$ cat src/rtl/dm_access_unit.sv
// Load/store front-end for a word-addressed data memory: sub-word load extraction,
// read-modify-write for sub-word stores, and misalignment/illegal-size rejection.
module dm_access_unit #(
    parameter int AW = 9
) (
    input  logic          CLK,
    input  logic          RST,
    input  logic          REQ_VALID,
    output logic          REQ_READY,
    input  logic          REQ_WE,
    input  logic [1:0]    REQ_SIZE,
    input  logic          REQ_SIGNED,
    input  logic [AW+1:0] REQ_ADDR,
    input  logic [31:0]   REQ_WDATA,
    output logic          RSP_VALID,
    output logic [31:0]   RSP_RDATA,
    output logic          RSP_ERR,
    output logic [AW-1:0] DMA,
    output logic [1:0]    DMWE,
    output logic [31:0]   DMWD,
    input  logic [31:0]   DMRD
);

    typedef enum logic [2:0] {
        S_IDLE,
        S_LOAD,
        S_MERGE,
        S_WRITE,
        S_RESP,
        S_ERR
    } state_t;

    state_t          r_state;
    logic [AW+1:0]   r_addr;
    logic [1:0]      r_size;
    logic            r_signed;
    logic [31:0]     r_wword;
    logic            r_rsp_valid;
    logic            r_rsp_err;
    logic [31:0]     r_rsp_rdata;

    logic            w_accept;
    logic            w_req_err;
    logic [7:0]      w_lane [4];
    logic [3:0]      w_be;
    logic [31:0]     w_wrep;
    logic [31:0]     w_merged;
    logic [7:0]      w_byte;
    logic [15:0]     w_half;
    logic [31:0]     w_load;

    assign REQ_READY = (r_state == S_IDLE) & ~RST;
    assign w_accept  = REQ_VALID & REQ_READY;

    assign w_req_err = (REQ_SIZE == 2'b11)
                     | ((REQ_SIZE == 2'b01) & REQ_ADDR[0])
                     | ((REQ_SIZE == 2'b10) & (REQ_ADDR[1:0] != 2'b00));

    // Store data replicated across all lanes so each lane only needs a keep/replace mux.
    assign w_wrep = (r_size == 2'b00) ? {4{r_wword[7:0]}} : {2{r_wword[15:0]}};

    always_comb begin
        w_be = 4'b0000;
        case (r_size)
            2'b00:   w_be[r_addr[1:0]] = 1'b1;
            2'b01:   w_be = r_addr[1] ? 4'b1100 : 4'b0011;
            default: w_be = 4'b1111;
        endcase
    end

    genvar gi;
    generate
        for (gi = 0; gi < 4; gi++) begin : g_lane
            assign w_lane[gi]          = DMRD[8*gi +: 8];
            assign w_merged[8*gi +: 8] = w_be[gi] ? w_wrep[8*gi +: 8] : w_lane[gi];
        end
    endgenerate

    assign w_byte = w_lane[r_addr[1:0]];
    assign w_half = r_addr[1] ? DMRD[31:16] : DMRD[15:0];

    always_comb begin
        case (r_size)
            2'b00:   w_load = r_signed ? {{24{w_byte[7]}}, w_byte} : {24'b0, w_byte};
            2'b01:   w_load = r_signed ? {{16{w_half[15]}}, w_half} : {16'b0, w_half};
            default: w_load = DMRD;
        endcase
    end

    always_ff @(posedge CLK) begin
        if (RST) begin
            r_state     <= S_IDLE;
            r_addr      <= '0;
            r_size      <= 2'b00;
            r_signed    <= 1'b0;
            r_wword     <= 32'b0;
            r_rsp_valid <= 1'b0;
            r_rsp_err   <= 1'b0;
            r_rsp_rdata <= 32'b0;
        end else begin
            r_rsp_valid <= 1'b0;
            r_rsp_err   <= 1'b0;
            r_rsp_rdata <= 32'b0;
            case (r_state)
                S_IDLE: begin
                    if (w_accept) begin
                        r_addr   <= REQ_ADDR;
                        r_size   <= REQ_SIZE;
                        r_signed <= REQ_SIGNED;
                        r_wword  <= REQ_WDATA;
                        if (w_req_err) begin
                            r_state     <= S_ERR;
                            r_rsp_valid <= 1'b1;
                            r_rsp_err   <= 1'b1;
                        end else if (!REQ_WE) begin
                            r_state <= S_LOAD;
                        end else if (REQ_SIZE == 2'b10) begin
                            r_state <= S_WRITE;
                        end else begin
                            r_state <= S_MERGE;
                        end
                    end
                end
                S_LOAD: begin
                    r_rsp_rdata <= w_load;
                    r_rsp_valid <= 1'b1;
                    r_state     <= S_RESP;
                end
                S_MERGE: begin
                    r_wword <= w_merged;
                    r_state <= S_WRITE;
                end
                S_WRITE: begin
                    r_rsp_valid <= 1'b1;
                    r_state     <= S_RESP;
                end
                default: r_state <= S_IDLE;
            endcase
        end
    end

    // Write strobe is gated by reset so an aborted request never reaches memory.
    assign DMWE      = ((r_state == S_WRITE) && !RST) ? 2'b01 : 2'b00;
    assign DMWD      = (r_state == S_WRITE) ? r_wword : 32'b0;
    assign DMA       = r_addr[AW+1:2];
    assign RSP_VALID = r_rsp_valid;
    assign RSP_RDATA = r_rsp_rdata;
    assign RSP_ERR   = r_rsp_err;

endmodule

$ cat config.mk
export PLATFORM = sky130hd
export DESIGN_NAME = dm_access_unit
export DESIGN_NICKNAME = d
export VERILOG_FILES = /design/src/rtl/dm_access_unit.sv
export SDC_FILE = /design/constraint.sdc
export NUM_CORES = 1
export LEC_CHECK = 0
export CORE_UTILIZATION = 44
export CTS_BUF_LIST = sky130_fd_sc_hd__clkbuf_16
export DETAILED_ROUTE_END_ITERATION = 10
export PLACE_DENSITY = 0.87
export SYNTH_ARGS = -nofsm -noshare
export SYNTH_HDL_FRONTEND = slang
export SYNTH_SLANG_ARGS = --single-unit
$ cat constraint.sdc
create_clock -name CLK -period 2.35 [get_ports CLK]
set_input_delay 0.5875 -clock CLK [delete_from_list [all_inputs] [get_ports CLK]]
set_output_delay 0.5875 -clock CLK [all_outputs]
set_load 0.02 [all_outputs]
==> flow_metrics.env <==
export IMPL_status="finished with violations"
export IMPL_violations="design-rule violations"
export IMPL_track_usage_pct=29.6
export IMPL_multiInputGateArea_um2=2120
export IMPL_cp_arrival_ps=1700
export IMPL_path_cells="clkdlybuf4s50_1, nor3b_1, dlygate4sd2_1"
export IMPL_syn_area_um2=4050
export IMPL_dp_hpwl_um=10500
export IMPL_grt_pass1_wl_um=22300
export IMPL_remaining_drc_errors=13
export IMPL_hp_start="r_addr[5]$_SDFFE_PP0P_"
export IMPL_ant_nets=0
export IMPL_syn_num_nets=543
export IMPL_vias=4302
export IMPL_clkSinkCount=83
export IMPL_cts_setup_buffers=0
export IMPL_cp_required_ps=1760
export IMPL_fin_skew_ps=3.69
export IMPL_ff2ff_setup_slack_ps=330
export IMPL_rsz0062_at_grt="false"
export IMPL_clkTransAtPathRegs_ps=60
export IMPL_rr_startpoint="r_state[1]$_SDFFE_PP0P_"
export IMPL_post_drt_wl_per_cell_um=19.8
export IMPL_p_per_area_nw_per_um2=614
export IMPL_worstSetupStartpointType="input pin"
export IMPL_holdPathStages=2
export IMPL_hold_viol=0
export IMPL_fillers=699
export IMPL_routabilityCongestion=0.885
export IMPL_die_x_um=97.9
export IMPL_slew_violations=0
export IMPL_cts_tree="yes"
export IMPL_root_buffer="clkbuf_16"
export IMPL_top_level_ports=160
export IMPL_finalCriticalPeriod_ps=2290
export IMPL_design_area_um2=6020
export IMPL_synth_area_leaders="dfxtp_1, nand2_1, and3_1, a21oi_1, mux2i_1"
export IMPL_reg2regPathDepth=5
export IMPL_insertion_delay_ps=330
export IMPL_synth_top_cell_area_share_pct=41.0
export IMPL_worstMarginPinSlew_ps=689
export IMPL_initial_core_util_pct=46.0
export IMPL_slew_headroom_pct=53.8
export IMPL_synth_main_ff_cell="dfxtp_1"
export IMPL_synth_avg_cell_area_um2=8.78
export IMPL_cts_buffer_depth=2
export IMPL_netlist_instances=461
export IMPL_cts_buffers=9
export IMPL_ys_types=49
export IMPL_ys_warn_count=0
export IMPL_fin_nets=688
export IMPL_grt_max_degree=55
export IMPL_yosysSeqAreaShare_pct=41.0
export IMPL_rows=34
export IMPL_synth_edff_count=0
export IMPL_yosys_area_top_type="dfxtp_1"
export IMPL_setup_viol_count_final=0
export IMPL_first_pass_iters=10
export IMPL_drtIter0Drc=419
export IMPL_antennaDiodeCount=0
export IMPL_end_kind="primary output"
export IMPL_synthToLayoutAreaGrowth_pct=48.6
export IMPL_place_area_um2=5750
export IMPL_fp_dieH_um=97.9
export IMPL_fin_crit_sh_pct=97.3
export IMPL_worstHoldEndpoint="r_addr[5]$_SDFFE_PP0P_"
export IMPL_hold_path_class="reg -> reg"
export IMPL_dieArea_um2=9590
export IMPL_leakagePower_nw=2.53
export IMPL_ir_worst_vdd_mv=0.481
export IMPL_wl_um=14200
export IMPL_tns_ps=0
export IMPL_fmax_mhz=438
export IMPL_drive_gt1_share_pct=9.87
export IMPL_cap_violations=0
export IMPL_cp_slowest_stage_delay_ps=470
export IMPL_antenna_found_initial=0
export IMPL_synthArstFlopShare_pct=0
export IMPL_register_area_um2=1660
export IMPL_port_buffers=158
export IMPL_critPathMaxFanout=3
export IMPL_finish_utilization_pct=68.3
export IMPL_grt_pass1_vias=4260
export IMPL_ys_seq_elements=83
export IMPL_slowest_stage="clkdlybuf4s50_1"
export IMPL_htree_levels=3
export IMPL_gr_total_overflow=0
export IMPL_r2r_end="r_wword[12]$_SDFFE_PP0P_"
export IMPL_crit_type="in -> out"
export IMPL_core_area_um2=8810
export IMPL_vias_per_cell=6.01
[per-layer routing]
metal	up-vias	part of all wire [%]	track usage (%)
met5	-	0	0
met4	0	4.2	14.3
met3	44	8.6	6.01
met2	239	47	47.2
met1	2041	41	38.4
li1	1978	-	-
[worst max-delay path by stage]
stage,from,end,slack (ps),depth (start not counted)
global placement,RST,DMWE[0],-230,3
finish,RST,DMWE[0],60,3
CTS,r_state[2]$_SDFFE_PP0P_,DMWD[0],1,3
floorplan,RST,DMWE[0],280,3
global route,RST,REQ_READY,1,3
detailed placement,RST,r_wword[29]$_SDFFE_PP0P_,-260,7
[per-stage QoR]
| step | worst slack, ps | instances | hold WS [ps] | power [mW] |
|---|---|---|---|---|
| CTS | 1.27 | 716 | 477 | 3.68 |
| global route | 1.38 | 716 | 496 | 3.82 |
| global placement | -232 | 703 | 462 | 2.24 |
| detailed placement | -257 | 703 | 466 | 2.26 |
| floorplan | 280 | 461 | 450 | 1.93 |
| finish | 64.4 | 716 | 477 | 3.69 |
[synth_stat cells, types with 2 or more instances]
cell type	number
o21a_1	8
o31ai_1	3
o211ai_1	8
and2_1	2
buf_4	11
mux2_2	9
clkbuf_1	24
a311oi_1	8
nand4b_1	8
o221ai_1	6
a222oi_1	7
o21ai_1	3
nand2b_1	12
buf_2	12
a221o_1	8
a21oi_1	33
o22ai_1	5
nand2_1	61
nor3b_2	3
buf_1	2
a211oi_1	6
mux2i_1	15
dfxtp_1	83
nor3b_1	2
and3_1	33
inv_2	2
a32o_1	8
inv_1	3
nor2b_1	3
nand3b_1	20
a22oi_1	7
nor2_1	19
nor3_1	11
[cell families after synthesis]
| group | synth area share, % |
|---|---|
| AND/OR/NAND/NOR | 24.4 |
| AO/OA/AOI/OAI | 21.8 |
| flip-flops | 41.0 |
| buffers and inverters | 6.52 |
| multiplexers | 6.21 |
| other | 0.0926 |
[state kept, by name, summed over array words and instances (netlist names)]
name       cells
RSP_RDATA     32
r_wword       32
r_addr        11
r_state        3
r_size         2
RSP_ERR        1
RSP_VALID      1
r_signed       1
[layout make-up]
class                   instances  share of cell area, %
clock inverters                 4                   1.14
repair buffers                184                   29.6
well taps                     108                   2.25
clock buffers                   9                   3.74
multi-input cells             323                   35.3
inverters                       5                  0.312
flip-flops and latches         83                   27.7
[cells in the final DEF, fill, tap and decap left out, types with 5 or more instances in the layout]
master / instances
mux2i_1: 15
a32o_1: 8
clkbuf_16: 9
nand3b_1: 20
dfxtp_1: 81
a311oi_1: 8
a222oi_1: 7
o221ai_1: 6
buf_4: 22
o21a_1: 8
a221o_1: 8
a22oi_1: 7
a21oi_1: 33
nand4b_1: 8
a211oi_1: 6
clkdlybuf4s50_1: 124
nor3_1: 11
and3_1: 33
nor2_1: 19
o22ai_1: 5
dlygate4sd2_1: 32
mux2_2: 9
o211ai_1: 8
nand2b_1: 12
nand2_1: 61
[repair_timing]
item / in CTS / in global routing
endpoints found under the setup margin: 34 / 6
cloned: 0 / 0
hold buffers: 0 / 0
resized for setup: 36 / 3
[worst max-delay path, delay by kind of cell]
family / cells / cell delay, ps
buffers and inverters: 2 / 850
AND/OR/NAND/NOR: 1 / 260
[where the power goes]
group | internal (mW) | total [mW] | switching [mW]
logic | 0.342 | 0.701 | 0.358
registers | 1.48 | 1.55 | 0.0669
clock network | 0.907 | 1.44 | 0.536
total | 2.73 | 3.69 | 0.961
No activity file was read; power rests on OpenSTA's default activity.
